==> config.mk <==
export PLATFORM = sky130hd
export DESIGN_NAME = sao_offset_calc_flat
export DESIGN_NICKNAME = d
export VERILOG_FILES = /design/src/rtl/sao_offset_calc_if.sv /design/src/rtl/sao_offset_calc.sv /design/src/flat_wrapper.sv
export SDC_FILE = /design/constraint.sdc
export NUM_CORES = 1
export LEC_CHECK = 0
export ABC_AREA = 0
export BUFFER_PORTS_ARGS = -buffer_cell sky130_fd_sc_hd__buf_2
export CAP_MARGIN = 20
export CORE_ASPECT_RATIO = 0.75
export CORE_MARGIN = 4
export CORE_UTILIZATION = 40
export CTS_CLUSTER_DIAMETER = 30
export CTS_CLUSTER_SIZE = 8
export DETAILED_ROUTE_END_ITERATION = 12
export GPL_TIMING_DRIVEN = 0
export PLACE_DENSITY = 0.55
export SYNTH_ARGS = -nofsm -noshare
export SYNTH_HDL_FRONTEND = slang
export SYNTH_SLANG_ARGS = --single-unit
==> constraint.sdc <==
create_clock -name clk -period 2.9 [get_ports clk]
set_input_delay 0.58 -clock clk [delete_from_list [all_inputs] [get_ports clk]]
set_output_delay 0.58 -clock clk [all_outputs]
set_load 0.05 [all_outputs]
==> src/rtl/sao_offset_calc_if.sv <==
// Handshake bundle between the CTU statistics accumulator, the SAO offset calculator
// and the downstream offset-decision stage.
interface sao_offset_calc_if #(
   parameter int SUM_W = 14,
   parameter int NUM_W = 10
);
   logic             stat_valid;
   logic             stat_ready;
   logic [SUM_W-1:0] stat_sum;
   logic [NUM_W-1:0] stat_num;
   logic [1:0]       stat_cate;
   logic             stat_last;
   logic             ofs_valid;
   logic             ofs_ready;
   logic [3:0]       ofs_value;
   logic [1:0]       ofs_cate;
   logic             ofs_last;

   modport master (
      output stat_valid, stat_sum, stat_num, stat_cate, stat_last, ofs_ready,
      input  stat_ready, ofs_valid, ofs_value, ofs_cate, ofs_last
   );

   modport slave (
      input  stat_valid, stat_sum, stat_num, stat_cate, stat_last, ofs_ready,
      output stat_ready, ofs_valid, ofs_value, ofs_cate, ofs_last
   );
endinterface

==> src/rtl/sao_offset_calc.sv <==
// SAO offset calculator: rounded |sum|/num via a bit-serial restoring divider,
// then clip and EO sign rule.
//  state  | meaning
//  S_IDLE | ready for a (sum, num) pair
//  S_DIV  | one quotient bit per enabled cycle, MSB first
//  S_OUT  | result presented, waiting for downstream accept
module sao_offset_calc #(
   parameter int diff_clip_bit = 4,
   parameter int num_accu_len  = 9,
   parameter int offset_max    = 7
) (
   input  logic clk,
   input  logic arst_n,
   input  logic en_o,
   sao_offset_calc_if.slave sif
);
   localparam int SUM_W = num_accu_len + diff_clip_bit + 1;
   localparam int NUM_W = num_accu_len + 1;
   localparam int DIV_W = SUM_W + 1;
   localparam int REM_W = NUM_W + 2;
   localparam int CNT_W = $clog2(DIV_W);

   typedef enum logic [1:0] {S_IDLE, S_DIV, S_OUT} state_t;

   state_t           state_q, state_d;
   logic [DIV_W-1:0] numer_q, numer_d;
   logic [REM_W-1:0] rem_q, rem_d;
   logic [NUM_W:0]   denom_q, denom_d;
   logic [CNT_W-1:0] cnt_q, cnt_d;
   logic             neg_q, neg_d;
   logic [3:0]       val_q, val_d;
   logic [1:0]       cate_q, cate_d;
   logic             last_q, last_d;
   logic             live_q;

   logic             accept;
   logic [REM_W-1:0] rem_sh;
   logic             q_bit;
   logic [REM_W-1:0] rem_nx;
   logic [DIV_W-1:0] q_nx;
   logic [SUM_W-1:0] mag;
   logic [3:0]       q_clip;
   logic [3:0]       q_signed;
   logic [3:0]       q_final;

   assign sif.stat_ready = live_q & en_o & (state_q == S_IDLE);
   assign sif.ofs_valid  = (state_q == S_OUT);
   assign sif.ofs_value  = val_q;
   assign sif.ofs_cate   = cate_q;
   assign sif.ofs_last   = last_q;

   assign accept = sif.stat_valid & sif.stat_ready;

   // numer_q shifts the numerator out of its MSB while quotient bits enter at the LSB
   assign rem_sh = {rem_q[REM_W-2:0], numer_q[DIV_W-1]};
   assign q_bit  = (rem_sh >= {1'b0, denom_q});
   assign rem_nx = q_bit ? (rem_sh - {1'b0, denom_q}) : rem_sh;
   assign q_nx   = {numer_q[DIV_W-2:0], q_bit};

   assign mag      = sif.stat_sum[SUM_W-1] ? (~sif.stat_sum + SUM_W'(1)) : sif.stat_sum;
   assign q_clip   = (q_nx > DIV_W'(offset_max)) ? 4'(offset_max) : q_nx[3:0];
   assign q_signed = neg_q ? (4'd0 - q_clip) : q_clip;
   // categories 0,1 keep only positive offsets, 2,3 only negative ones
   assign q_final  = (cate_q[1] ^ neg_q) ? 4'd0 : q_signed;

   always_comb begin
      state_d = state_q;
      numer_d = numer_q;
      rem_d   = rem_q;
      denom_d = denom_q;
      cnt_d   = cnt_q;
      neg_d   = neg_q;
      val_d   = val_q;
      cate_d  = cate_q;
      last_d  = last_q;
      case (state_q)
         S_IDLE: begin
            if (accept) begin
               cate_d = sif.stat_cate;
               last_d = sif.stat_last;
               if (sif.stat_num == '0) begin
                  val_d   = 4'd0;
                  state_d = S_OUT;
               end else begin
                  numer_d = {mag, 1'b0} + DIV_W'(sif.stat_num);
                  denom_d = {sif.stat_num, 1'b0};
                  rem_d   = '0;
                  neg_d   = sif.stat_sum[SUM_W-1];
                  cnt_d   = CNT_W'(DIV_W - 1);
                  state_d = S_DIV;
               end
            end
         end
         S_DIV: begin
            if (en_o) begin
               numer_d = q_nx;
               rem_d   = rem_nx;
               cnt_d   = cnt_q - CNT_W'(1);
               if (cnt_q == '0) begin
                  val_d   = q_final;
                  state_d = S_OUT;
               end
            end
         end
         S_OUT: begin
            if (sif.ofs_ready && en_o) state_d = S_IDLE;
         end
         default: state_d = S_IDLE;
      endcase
   end

   always_ff @(posedge clk or negedge arst_n) begin
      if (!arst_n) begin
         state_q <= S_IDLE;
         numer_q <= '0;
         rem_q   <= '0;
         denom_q <= '0;
         cnt_q   <= '0;
         neg_q   <= 1'b0;
         val_q   <= '0;
         cate_q  <= '0;
         last_q  <= 1'b0;
         live_q  <= 1'b0;
      end else begin
         state_q <= state_d;
         numer_q <= numer_d;
         rem_q   <= rem_d;
         denom_q <= denom_d;
         cnt_q   <= cnt_d;
         neg_q   <= neg_d;
         val_q   <= val_d;
         cate_q  <= cate_d;
         last_q  <= last_d;
         live_q  <= 1'b1;
      end
   end
endmodule

==> src/flat_wrapper.sv <==
// flat-port wrapper written by rule: the top's interface ports become plain ports
module sao_offset_calc_flat 
#(
   parameter int diff_clip_bit = 4,
   parameter int num_accu_len  = 9,
   parameter int offset_max    = 7
)
  (clk, arst_n, en_o, sif_stat_valid, sif_stat_sum, sif_stat_num, sif_stat_cate, sif_stat_last, sif_ofs_ready, sif_stat_ready, sif_ofs_valid, sif_ofs_value, sif_ofs_cate, sif_ofs_last);
  sao_offset_calc_if #(.SUM_W((14)), .NUM_W((10))) sif_i ();
  input  logic clk;
  input  logic arst_n;
  input  logic en_o;
  input wire logic [$bits(sif_i.stat_valid)-1:0] sif_stat_valid;
  input wire logic [$bits(sif_i.stat_sum)-1:0] sif_stat_sum;
  input wire logic [$bits(sif_i.stat_num)-1:0] sif_stat_num;
  input wire logic [$bits(sif_i.stat_cate)-1:0] sif_stat_cate;
  input wire logic [$bits(sif_i.stat_last)-1:0] sif_stat_last;
  input wire logic [$bits(sif_i.ofs_ready)-1:0] sif_ofs_ready;
  output wire logic [$bits(sif_i.stat_ready)-1:0] sif_stat_ready;
  output wire logic [$bits(sif_i.ofs_valid)-1:0] sif_ofs_valid;
  output wire logic [$bits(sif_i.ofs_value)-1:0] sif_ofs_value;
  output wire logic [$bits(sif_i.ofs_cate)-1:0] sif_ofs_cate;
  output wire logic [$bits(sif_i.ofs_last)-1:0] sif_ofs_last;
  assign sif_i.stat_valid = sif_stat_valid;
  assign sif_i.stat_sum = sif_stat_sum;
  assign sif_i.stat_num = sif_stat_num;
  assign sif_i.stat_cate = sif_stat_cate;
  assign sif_i.stat_last = sif_stat_last;
  assign sif_i.ofs_ready = sif_ofs_ready;
  assign sif_stat_ready = sif_i.stat_ready;
  assign sif_ofs_valid = sif_i.ofs_valid;
  assign sif_ofs_value = sif_i.ofs_value;
  assign sif_ofs_cate = sif_i.ofs_cate;
  assign sif_ofs_last = sif_i.ofs_last;
  sao_offset_calc #(.diff_clip_bit(diff_clip_bit), .num_accu_len(num_accu_len), .offset_max(offset_max)) u_core (.clk(clk), .arst_n(arst_n), .en_o(en_o), .sif(sif_i));
endmodule
**Word level (Yosys, flattened, before mapping)**

Index checks and enable logic that the tools add are counted.

- Word-level logic and storage cells: 69
- Register bits: 51
- Output and inout bits: 9
- Input port bits: 32

- Mux-type cells: 28
- Order comparisons: 2
- Eq/ne operators: 8
- Bitwise gates (word level): 6
- Reductions and logical operators: 10
- $add $sub $neg: 5

Operators by type and width:

| cell | count |
|---|---|
| $mux W15 | 3 |
| $mux W11 | 4 |
| $mux W4 | 10 |
| $pmux W15 S2 | 1 |
| $pmux W11 S2 | 1 |
| $pmux W4 S2 | 2 |
| $add A15 B10 Y15 | 1 |
| $gt A15 B3 Y1 const B | 1 |
| $add A14 B1 Y14 const B | 1 |
| $mux W14 | 1 |
| $not A14 Y14 | 1 |
| $ge A12 B11 Y1 | 1 |
| $sub A11 B11 Y11 | 1 |
| $logic_not A10 Y1 | 1 |
| $mux W2 | 5 |
| $reduce_and A4 Y1 | 2 |
| $ne A2 B1 Y1 const B | 3 |
| $ne A2 B2 Y1 const B | 3 |
| $pmux W2 S3 | 1 |
| $reduce_and A5 Y1 | 1 |
| $logic_not A4 Y1 | 1 |
| $sub A1 B4 Y4 const A | 1 |
| $sub A4 B1 Y4 const B | 1 |
| $and A1 B1 Y1 | 3 |
| other kinds (9) | 9 |

**Longest topological paths before layout**

- Depth after elaboration: 9
- Mapped depth: 12
- Depth with buffers taken out: 12

**Worst setup path after synthesis**

Ideal clock, no wire load.

- Path kind: input to register
- Start: in sif_stat_sum[0]
- End: reg u_core.numer_q[11]
- Setup time: 0.094 ns
- Data required time: 2.806 ns
- Slack: 0.006 ns
- Stages: 11
- Arrival: 2.800 ns
- Buffers on the path: 0
- Path through: inv_1 ha_1 nand2_1 o21ai_0 fa_1 a211oi_1 o21ai_1 a2111oi_4 nor3_1 xor2_1 a211oi_1

- Word-level cells in the longest chain between the ends: 7

Ends and longest elaborated chain:

| item | RTL line | source |
|---|---|---|
| start: declaration | flat_wrapper.sv:14 | `input wire logic [$bits(sif_i.stat_sum)-1:0] sif_stat_sum;` |
| $not A14 Y14 | sao_offset_calc.sv:60 | `assign mag = sif.stat_sum[SUM_W-1] ? (~sif.stat_sum + SUM_W'(1)) : sif.stat_sum;` |
| $add A14 B1 Y14 | sao_offset_calc.sv:60 |  |
| $mux W14 (*) | sao_offset_calc.sv:60 |  |
| $add A15 B10 Y15 (*) | sao_offset_calc.sv:85 | `numer_d = {mag, 1'b0} + DIV_W'(sif.stat_num);` |
| $mux W15 (*) | sao_offset_calc.sv:81 | `if (sif.stat_num == '0) begin` |
| $mux W15 (*) | sao_offset_calc.sv:78 | `if (accept) begin` |
| $pmux W15 S2 (*) | sao_offset_calc.sv:76 | `case (state_q)` |
| end signal: assignment | sao_offset_calc.sv:126 | `numer_q <= numer_d;` |
| end: declaration | sao_offset_calc.sv:26 | `logic [DIV_W-1:0] numer_q, numer_d;` |

Every way passes the cells marked *; elsewhere a longest branch is shown, timed or not. The select of a mux whose other input is x is not followed.
A chain may end at the register's enable or synchronous reset.

**Final worst setup path**

- Start: in sif_stat_sum[0]
- End: reg u_core.numer_q[13]

Same word-level chain as after synthesis.

==> metrics.txt <==
status=completed; DIE AREA=10500 um^2; static leakage=around 1.9 nW; IO Port Bufs=40; Hold Crit Class=in -> async; Core Footprint=8600 um^2; placed cell count=552; Antenna Nets Post-Route=0; Routed WL per cell=16.3 um; final setup violation count=0; Routability Congestion=approximately 0.84; Cell Rows=29; Starting Density=41.6%; post-synthesis sequential area ratio=35.7%; Critical Path RT=between 3 and 4 ns; Syn Inst Count=403; Synth cell types=61; fraction of layout cells with a size suffix above 1=18.9%; drt drc=0; post-route setup TNS=0 ns; final cell count without fillers=563; hold buffers post-CTS=0; die width=117 um; CP peak stage delay=~0.45 ns; ys flop type=dfrtp_1; CTS tree=yes; Yosys top cell by area=dfrtp_1; Yosys warnings=0; reg-to-reg startpoint=u_core.rem_q[2]; Tcrit/Tclk final=a little over nine tenths; CTS sink count=between 50 and 60; Final Hold Vio Count=0; Least-Margin Pin Slew=0.558 ns; classification of the worst setup path=in -> reg; vias in the first global route=2830; crit path DAT=2.92 ns; Register Area=1280 um^2; average cell area after synthesis=between 8 and 9 um^2; Die Height=89.9 um; CTS clk-pin slew, worst paths=0.07 ns; largest cells by area after synthesis=dfrtp_1, ha_1, nand2_1; peak supply drop=420 uV; pin count of the biggest net entering global routing=29; Skew-Pair Late Insertion Delay=0.29 ns; total CTS buffers=5; grt total ovfl=0; drt via density=5.50; GRT Total Usage=17.7%; area of the multi-input gates=about 2200 um^2; Clock Path Buffers=2; Synth top area share=35.7%; commonest non-fill, non-tap cell in the layout=nand2_1; crit path time final=~2.8 ns; routed via count=3099; syn nets=459; reg-to-reg slack, setup=0.19 ns; H-tree depth=2; Worst Setup SP=sif_stat_sum[0]; initial DRC count=188; CP endpoint kind=register; drt pass-1 iters=4; I/O pin cnt=a little over 40; Layout Skew=0.00807 ns; fmax=362 MHz; P&R area growth vs syn=16.7%; Rel. slew slack=62.8%; initial antenna violation count=0; Routed WL=9160 um; Post-synth EDFFs=0; Mapped Area=3580 um^2; global-route wire length before repair=between 10000 and 15000 um; Crit Path Max Fanout=4; Power Density=slightly below 1000 nW/um^2; Max stage delay cell, worst path=fa_2; Yosys reg bits=51; max-cap violations=0; Final Max Slew Viols=0; clock root buffer=clkbuf_16; final net count=around 510; DP Wirelength=between 7000 and 8000 um; crit path cell chain=buf_2, inv_1, ha_1, nand2_1, o21ai_1, fa_2, a211oi_4, o21ai_2, a2111oi_4, buf_4, nor4_4, xnor2_1, a21oi_1; Worst setup SP type=input port; Post-synth ARST share=between 90% and 100%; # diodes=0; most frequent cells in the layout=nand2_1, dfrtp_1, buf_2; filler cell count=832
==> final timing paths <==
kind / end / cells after the start
max: u_core.numer_q[13] / 13
min: u_core.sif.ofs_value[2] / 1
max reg2reg: u_core.sif.ofs_value[1] / 11
min reg2reg: u_core.sif.ofs_value[0] / 1
max in group asynchronous: u_core.numer_q[4] / 2
min in group clk: u_core.sif.ofs_value[0] / 1
==> sequential cells by signal, summed over array words and instances, names as in the netlist <==
register / flops
u_core.numer_q: 15
u_core.rem_q: 11
u_core.denom_q: 10
u_core.cnt_q: 4
u_core.sif.ofs_value: 4
u_core.sif.ofs_cate: 2
u_core.state_q: 2
u_core.live_q: 1
u_core.neg_q: 1
u_core.sif.ofs_last: 1
==> cell families after synthesis <==
kind of cell             Yosys count  synth area share, %
buffers and inverters             33                 3.92
AND/OR/NAND/NOR                  147                 20.9
XOR/XNOR                          23                 5.84
multiplexers                      11                 3.18
flip-flops                        51                 35.7
adder cells (fa/ha/maj)           24                 8.82
other                              1                0.105
AO/OA/AOI/OAI                    113                 21.5
==> cells in the mapped netlist, types with 2 or more instances <==
library cell	count
o21a_1	5
or2_2	5
or3_1	4
and2_1	2
o211ai_1	3
nor4_1	6
a211oi_1	4
o21ai_0	28
ha_1	22
a22o_1	4
dfrtp_1	51
nor4_4	3
mux2_2	3
fa_1	2
buf_2	4
o22ai_1	4
a31oi_1	8
nand3_1	13
nand2b_1	5
o31a_1	3
o31ai_1	3
nand2_1	53
nor2_1	34
xnor2_1	15
xor2_1	7
a211o_1	2
nor2b_1	9
nor3_1	6
o21ai_1	6
a311oi_1	3
mux2i_1	8
a21oi_1	20
a32o_1	2
clkbuf_1	6
buf_4	3
a21o_1	4
inv_1	19
==> critical path: cells and delay by family <==
family | cells | cell delay [ns]
AO/OA/AOI/OAI | 5 | 0.94
XOR/XNOR | 1 | 0.19
adder cells (fa/ha/maj) | 2 | 0.73
buffers and inverters | 3 | 0.38
AND/OR/NAND/NOR | 2 | 0.10
==> per-layer routing <==
layer / vias to the layer above / global-route usage, % / part of all wire, %
li1: 1561 / - / -
met1: 1462 / 30.2 / 56
met2: 70 / 22.5 / 39
met3: 6 / 3.62 / 4.1
met4: 0 / 3.06 / 0.60
met5: - / 0 / 0
==> report_power, final <==
part	internal [mW]	total (mW)	leakage (nW)	switching (mW)
logic	0.898	2.19	1.20	1.29
clock network	0.402	0.658	0.0759	0.256
registers	1.02	1.24	0.617	0.222
==> per-stage QoR <==
| stage | setup slack [ns] | hold WS (ns) | instance area, um^2 | utilization (%) | power [mW] |
|---|---|---|---|---|---|
| after floorplan | 0.00568 | 0.284 | 3580 | - | 2.85 |
| after global placement | -0.380 | 0.470 | 3910 | 45.5 | 3.34 |
| after detailed placement | -0.388 | 0.475 | 3930 | 45.7 | 3.38 |
| after CTS | 0.00470 | 0.292 | 4100 | 47.7 | 4.06 |
| after global routing | -0.0149 | 0.310 | 4170 | 48.5 | 4.42 |
| final | 0.134 | 0.269 | 4170 | 48.5 | 4.09 |
==> layout make-up <==
type | count | share of cell area, %
clock inverters | 2 | 0.900
well taps | 108 | 3.24
plain buffers | 14 | 1.65
flip-flops and latches | 51 | 30.6
repair buffers | 45 | 6.00
multi-input cells | 319 | 52.9
inverters | 19 | 1.71
clock buffers | 5 | 3.00
==> timing repair <==
action	4_1_cts	5_1_grt
setup endpoints to repair	1	5
pin swaps	1	7
setup buffers	0	4
gates resized for setup	2	8
hold endpoints to repair	0	0
No activity file was read; power rests on OpenSTA's default activity.
